File: config.mk
export PLATFORM = sky130hd
export DESIGN_NAME = pipe_hazard_ctrl
export DESIGN_NICKNAME = d
export VERILOG_FILES = /design/src/rtl/pipe_ctrl_pkg.sv /design/src/rtl/pipe_hazard_ctrl_hazard_detect.sv /design/src/rtl/pipe_hazard_ctrl.sv
export SDC_FILE = /design/constraint.sdc
export NUM_CORES = 1
export LEC_CHECK = 0
export CORE_UTILIZATION = 24
export DETAILED_ROUTE_END_ITERATION = 12
export GPL_TIMING_DRIVEN = 0
export HOLD_SLACK_MARGIN = 0.1
export PLACE_DENSITY_LB_ADDON = 0.2
export SLEW_MARGIN = 25
export SYNTH_ARGS = -nofsm -noshare
export SYNTH_HDL_FRONTEND = slang
export SYNTH_SLANG_ARGS = --single-unit
File: constraint.sdc
create_clock -name clk -period 2.55 [get_ports clk]
set_input_delay 0.765 -clock clk [delete_from_list [all_inputs] [get_ports clk]]
set_output_delay 0.765 -clock clk [all_outputs]
set_load 0.005 [all_outputs]
File: src/rtl/pipe_ctrl_pkg.sv
// Shared types for the pipeline sequencer: RV32I opcode enum, sequencer state,
// and the per-opcode register-usage lookups used by the load-use check.
package pipe_ctrl_pkg;

    typedef enum logic [6:0] {
        op_lui   = 7'b0110111,
        op_auipc = 7'b0010111,
        op_jal   = 7'b1101111,
        op_jalr  = 7'b1100111,
        op_br    = 7'b1100011,
        op_load  = 7'b0000011,
        op_store = 7'b0100011,
        op_imm   = 7'b0010011,
        op_reg   = 7'b0110011,
        op_csr   = 7'b1110011
    } rv32i_opcode;

    typedef enum logic {
        RUN  = 1'b0,
        WAIT = 1'b1
    } state_t;

    function automatic logic uses_rs1(input rv32i_opcode op);
        logic r;
        case (op)
            op_jalr, op_br, op_load, op_store, op_imm, op_reg: r = 1'b1;
            default:                                           r = 1'b0;
        endcase
        return r;
    endfunction

    function automatic logic uses_rs2(input rv32i_opcode op);
        logic r;
        case (op)
            op_br, op_store, op_reg: r = 1'b1;
            default:                 r = 1'b0;
        endcase
        return r;
    endfunction

endpackage

File: src/rtl/pipe_hazard_ctrl_hazard_detect.sv
// Combinational load-use hazard check between the load in EX and the
// instruction waiting in IF/ID.
module hazard_detect
    import pipe_ctrl_pkg::*;
(
    input  logic [31:0] id_instr,
    input  logic        id_valid,
    input  logic        ex_is_load,
    input  logic [4:0]  ex_rd,
    output logic        lu_hazard
);

    rv32i_opcode op;
    logic [4:0]  rs1;
    logic [4:0]  rs2;
    logic        unused_bits;

    assign op  = rv32i_opcode'(id_instr[6:0]);
    assign rs1 = id_instr[19:15];
    assign rs2 = id_instr[24:20];
    assign unused_bits = ^{id_instr[31:25], id_instr[14:7]};

    // x0 is never a real producer, so a load targeting it cannot create a hazard.
    assign lu_hazard = ex_is_load & id_valid & (ex_rd != 5'd0) &
                       (((ex_rd == rs1) & uses_rs1(op)) |
                        ((ex_rd == rs2) & uses_rs2(op)));

endmodule

File: src/rtl/pipe_hazard_ctrl.sv
// Five-stage pipeline sequencer: memory-miss stalls, load-use stalls, branch squash.
// Optional performance counters are built when PIPE_PERF_EN is defined.
module pipe_hazard_ctrl
    import pipe_ctrl_pkg::*;
(
    input  logic        clk,
    input  logic        rst,
    input  logic [31:0] id_instr,
    input  logic        id_valid,
    input  logic        ex_is_load,
    input  logic [4:0]  ex_rd,
    input  logic        ex_br_take,
    input  logic        mem_read,
    input  logic        mem_write,
    input  logic        imem_resp,
    input  logic        dmem_resp,
    output logic        imem_read,
    output logic        load_pc,
    output logic        load_if_id,
    output logic        load_id_ex,
    output logic        load_ex_mem,
    output logic        load_mem_wb,
    output logic        nop_if_id,
    output logic        nop_id_ex,
    output logic [31:0] stall_cycles,
    output logic [31:0] flush_count
);

    state_t state_q, state_d;
    logic   i_got_q, i_got_d;
    logic   d_got_q, d_got_d;
    logic   d_need, i_ok, d_ok, adv;
    logic   lu_hazard;
    logic   unused_state;

    hazard_detect u_hazard_detect (
        .id_instr   (id_instr),
        .id_valid   (id_valid),
        .ex_is_load (ex_is_load),
        .ex_rd      (ex_rd),
        .lu_hazard  (lu_hazard)
    );

    assign d_need = mem_read | mem_write;
    assign i_ok   = imem_resp | i_got_q;
    assign d_ok   = ~d_need | dmem_resp | d_got_q;
    assign adv    = i_ok & d_ok;
    assign unused_state = (state_q == WAIT);

    always_comb begin
        state_d = RUN;
        i_got_d = 1'b0;
        d_got_d = 1'b0;
        if (!adv) begin
            state_d = WAIT;
            i_got_d = i_got_q | imem_resp;
            d_got_d = d_got_q | (dmem_resp & d_need);
        end
    end

    always_ff @(posedge clk or posedge rst) begin
        if (rst) begin
            state_q <= RUN;
            i_got_q <= 1'b0;
            d_got_q <= 1'b0;
        end else begin
            state_q <= state_d;
            i_got_q <= i_got_d;
            d_got_q <= d_got_d;
        end
    end

    // Priority: reset, memory stall, taken branch, load-use, normal advance.
    always_comb begin
        imem_read   = ~rst & ~i_got_q;
        load_pc     = 1'b0;
        load_if_id  = 1'b0;
        load_id_ex  = 1'b0;
        load_ex_mem = 1'b0;
        load_mem_wb = 1'b0;
        nop_if_id   = 1'b0;
        nop_id_ex   = 1'b0;
        if (rst) begin
            nop_if_id = 1'b1;
            nop_id_ex = 1'b1;
        end else if (adv) begin
            load_id_ex  = 1'b1;
            load_ex_mem = 1'b1;
            load_mem_wb = 1'b1;
            if (ex_br_take) begin
                load_pc    = 1'b1;
                load_if_id = 1'b1;
                nop_if_id  = 1'b1;
                nop_id_ex  = 1'b1;
            end else if (lu_hazard) begin
                nop_id_ex = 1'b1;
            end else begin
                load_pc    = 1'b1;
                load_if_id = 1'b1;
            end
        end
    end

`ifdef PIPE_PERF_EN
    logic [31:0] stall_q, flush_q;

    always_ff @(posedge clk or posedge rst) begin
        if (rst) begin
            stall_q <= 32'h0;
            flush_q <= 32'h0;
        end else begin
            if (!adv)
                stall_q <= stall_q + 32'd1;
            if (adv && ex_br_take)
                flush_q <= flush_q + 32'd1;
        end
    end

    assign stall_cycles = stall_q;
    assign flush_count  = flush_q;
`else
    assign stall_cycles = 32'h0;
    assign flush_count  = 32'h0;
`endif

endmodule

* Yosys cells after proc, flatten, opt, wreduce, memory -nomap -nowiden
Cells that the tools add are included. W data, S select, Z words.
Word-level totals: bits in registers 2, output and inout bits 72, input port bits 46, logic and storage cells 47
Cells by class: mux-type cells 17, reduce and logical (&&, ||, !) cells 3, eq/ne operators 8, bitwise logic cells 17
Operators by type and width (count):
- $mux W1 | 17
- $eq A7 B6 Y1 const B | 2
- $eq A7 B7 Y1 const B | 2
- $eq A5 B5 Y1 | 2
- $and A1 B1 Y1 | 8
- $eq A7 B2 Y1 const B | 1
- $eq A7 B5 Y1 const B | 1
- $or A1 B1 Y1 | 6
- $reduce_or A6 Y1 | 1
- $reduce_bool A5 Y1 | 1
- $not A1 Y1 | 3
- $reduce_or A3 Y1 | 1

* Depth between registers and ports, before layout
word-level depth 10, mapped depth 6, gate-level depth less buffers 5

* Hierarchy
Synthesis repeated with hierarchy kept, for this count alone.
Unflattened totals: cell total of the unflattened synthesis 105, area total of the unflattened synthesis 833.3 sq um
By module, submodules not included:
- pipe_hazard_ctrl | sequential area each 50.0 sq um, cells an instance 84, times used 1, area an instance 673.1 sq um
- hazard_detect | sequential area each 0.0 sq um, cells an instance 21, times used 1, area an instance 160.2 sq um

* Worst setup path after synthesis
No wires, ideal clock.
path type input-to-output, start in ex_rd[0], end out load_pc, data required time 1785 ps, setup slack 38 ps, arrival 1747 ps, buffers on the path 1, cell stages on the path 6, cells stage by stage xnor2_1 -> nand4b_1 -> nor3_1 -> a41oi_1 -> o31a_1 -> buf_4
On the way: cells in the longest elaborated chain, start to end 8, elaborated cells between the ends (all ways) 12, classes of those cells eq/ne (2); mux (4); bitwise (5); reduce/logical (1)
RTL lines:
- start: declaration | line pipe_hazard_ctrl.sv:11 | input logic [4:0] ex_rd,
- $eq A5 B5 Y1, on equally long branches | line pipe_hazard_ctrl_hazard_detect.sv:25, pipe_hazard_ctrl_hazard_detect.sv:26
- $and A1 B1 Y1, on equally long branches | line pipe_hazard_ctrl_hazard_detect.sv:25, pipe_hazard_ctrl_hazard_detect.sv:26
- $or A1 B1 Y1 | line pipe_hazard_ctrl_hazard_detect.sv:25 | (((ex_rd == rs1) & uses_rs1(op)) |
- $and A1 B1 Y1 * | line pipe_hazard_ctrl_hazard_detect.sv:24 | assign lu_hazard = ex_is_load & id_valid & (ex_rd != 5'd0) &
- $mux W1 * (4 in a row)
- end: declaration | line pipe_hazard_ctrl.sv:18 | output logic load_pc,
Mark *: on every way between the ends. The rest lies on a longest branch, timed or not.

* Worst setup path after layout
start in id_instr[20], end out load_pc
On the way: cells in the longest elaborated chain, start to end 8
RTL lines:
- start: declaration | line pipe_hazard_ctrl.sv:8 | input logic [31:0] id_instr,
- $eq A5 B5 Y1 | line pipe_hazard_ctrl_hazard_detect.sv:26 | ((ex_rd == rs2) & uses_rs2(op)));
- $and A1 B1 Y1 | line pipe_hazard_ctrl_hazard_detect.sv:26
- $or A1 B1 Y1 | line pipe_hazard_ctrl_hazard_detect.sv:25
- $and A1 B1 Y1 | line pipe_hazard_ctrl_hazard_detect.sv:24
- $mux W1 | line pipe_hazard_ctrl.sv:95 | end else if (lu_hazard) begin
- $mux W1 | line pipe_hazard_ctrl.sv:90 | if (ex_br_take) begin
- $mux W1 | line pipe_hazard_ctrl.sv:86 | end else if (adv) begin
- $mux W1 | line pipe_hazard_ctrl.sv:83 | if (rst) begin
Every way passes these cells.

==> impl_metrics.json <==
{
  "violations": "negative setup slack",
  "yosys_register_bits": 2,
  "ys_seq_area_share_pct": 6.240,
  "grt_pass1_vias": 628,
  "fp.coreArea_mm2": 0.003103,
  "critPathLaunchType": "primary input",
  "cts_inserted_buffers": 3,
  "layout_min_cycle_time_ps": 2747,
  "grt.overflow.total": 0,
  "max-vdd-ir-drop_uv": 55.62,
  "grt_max_degree": 5,
  "drtPass1Iterations": 2,
  "vias": 819,
  "ys_top_cells_by_count": "buf_4, nor2_1, xnor2_1",
  "ys.flop_type": "dfrtp_1",
  "yosysMostFrequentCell": "buf_4",
  "yosysTopAreaCell": "buf_4",
  "port_buffers": 38,
  "multi_input_area_um2": 560.5,
  "crit_path_max_fanout": 2,
  "finalNonFillerCells": 267,
  "clock_latency_ps": 220,
  "endpoint_kind": "output pin",
  "vias_per_cell": 3.067,
  "cp.required_ps": 1790,
  "clock-sinks": 2,
  "dp_slack_ps": -1061,
  "routed_wl_mm": 1.831,
  "postCtsHoldBufs": 0,
  "ys_warn_count": 0,
  "setup_viol": 3,
  "routabilityCongestion": 0.8043,
  "synth.area.top_cells": "buf_4, xnor2_1, dfrtp_1",
  "rows": 20,
  "fin_skew_ps": 2.338,
  "die_area_mm2": 0.003577,
  "finalMaxSlewViolations": 0,
  "async_flop_share_pct": 100.0,
  "ios": 118,
  "rsz0062_at_grt": "true",
  "diodes": 0,
  "wl_per_cell_um": 6.858,
  "postSynthAreaPerCell_um2": 7.225,
  "drive_gt1_share_pct": 52.02,
  "dpl.hpwl_mm": 1.542,
  "clk_pin_slew_ps": 30,
  "antenna_found_initial": 0,
  "cts_tree": "built",
  "syn2layout_area_growth_pct": 94.70,
  "die_x_um": 59.81,
  "grt.total_usage_pct": 8.891,
  "drcViolationCount": 0,
  "hp-class": "flop to flop",
  "ff_latch_area_um2": 50.05,
  "period_share_pct": 107.7,
  "htree_levels": 1,
  "dr.first_iter.drc_count": 7,
  "critPathKind": "primary input to output pin",
  "die_h_um": 59.81,
  "maxCapViolations": 0,
  "ant_nets": 0,
  "status": "complete, but fails checks",
  "power.density_mw_per_mm2": 207.1,
  "syn-instance-count": 111,
  "post_dp_cell_area_mm2": 0.001474,
  "netlist.area_leader.share_pct": 62.71,
  "arrival_ps": 1980,
  "synth-edff-count": 0,
  "dp.cells": 256,
  "fin_ws_ps": -197.5,
  "grt_pass1_wl_mm": 2.421,
  "clockBufferDepth": 2,
  "syn_area_um2": 802.0,
  "floorplan.initialDensity_pct": 25.85,
  "synth_cell_types": 19,
  "p_leak_nw": 0.9525,
  "postLayoutCoreUtil_pct": 50.32,
  "max_freq_ghz": 0.3640,
  "nNetsFinal": 271,
  "design_area_mm2": 0.001562,
  "hold_violations": 0,
  "n_fill_cell": 344,
  "clockRootBuffer": "clkbuf_4"
}
-- sequential cells by signal, indices dropped and copies added, names as in the netlist --
name,cells
d_got_q,1
i_got_q,1
-- critical path, stage by stage --
cell and delay, ps:
buf_6 100, xnor2_2 130, nand4b_1 120, nor3_2 150, a41oi_2 160, o31a_1 320, buf_4 140, buf_6 100
-- worst paths after layout --
kind | endpoint | slack [ps] | from | depth (start not counted)
max | load_pc | -200 | id_instr[20] | 8
max reg2reg | i_got_q | 1660 | i_got_q | 3
min | i_got_q | 510 | d_got_q | 1
min in group asynchronous | i_got_q | 620 | rst | 2
max in group asynchronous | d_got_q | 1820 | rst | 2
min reg2reg | i_got_q | 510 | d_got_q | 1
-- repair_timing --
item | 4_1_cts | 5_1_grt
buffers inserted | 6 | 2
gates cloned | 0 | 0
gates resized for setup | 97 | 24
hold endpoints to repair | 0 | 0
setup endpoints to repair | 8 | 7
pin swaps | 22 | 13
-- power breakdown --
| group | leakage (nW) | switching [W] | internal [W] |
|---|---|---|---|
| clock network | 0.0138 | 0.0000171 | 0.0000518 |
| logic | 0.912 | 0.0000827 | 0.000134 |
| registers | 0.0263 | 0.00000301 | 0.0000344 |
| total | 0.953 | 0.000103 | 0.000221 |
-- cells in the final DEF (no fill, tap or decap), drive strengths merged, types with 2 or more instances in the layout --
master / synthesis / layout
xnor2: 6 / 6
inv: 4 / 4
clkdlybuf4s50: 0 / 4
buf: 67 / 90
nand2: 2 / 2
nor3: 4 / 4
xor2: 4 / 4
clkbuf: 0 / 10
a21oi: 4 / 4
clkdlybuf4s15: 0 / 2
nor2: 8 / 8
dfrtp: 2 / 2
dlygate4sd2: 0 / 10
conb: 1 / 64
-- cell families after synthesis --
kind of cell              count (synthesis)  synth area share [%]
other                                     1                0.4676
DFF                                       2                 6.240
and+or+nand+nor                          18                 10.45
buffers and inverters                    71                 64.59
xor gates and xnor gates                 10                 10.92
AOI/OAI and AO/OA                         9                 7.334
-- final cells by class --
class                           count  area share [%]
Timing Repair Buffer               46           22.76
Buffer                             67           32.21
Sequential cell                     2           3.205
Multi-Input combinational cell    101           35.90
Inverter                            4          0.9615
Clock buffer                        3           1.442
Tap cell                           44           3.526
-- layer usage --
layer	part of all wire, %	wire [um]	global-route usage (%)	up-vias
met1	34	617	9.209	309
met2	49	904	16.03	63
met3	17	308	3.680	0
li1	-	-	-	447
met5	0	0	0	-
met4	0	0	2.990	0
-- stage by stage --
stage	power (W)	setup TNS, ps	hold slack [ps]
after CTS	0.0003110	-337.7	449.9
after global placement	0.0002400	-5312	450.6
after floorplan	0.0001648	0	431.2
after global routing	0.0003529	-546.9	535.8
final	0.0003234	-387.8	510.5
after detailed placement	0.0002412	-5284	454.6
(Power assumes the default switching activity.)
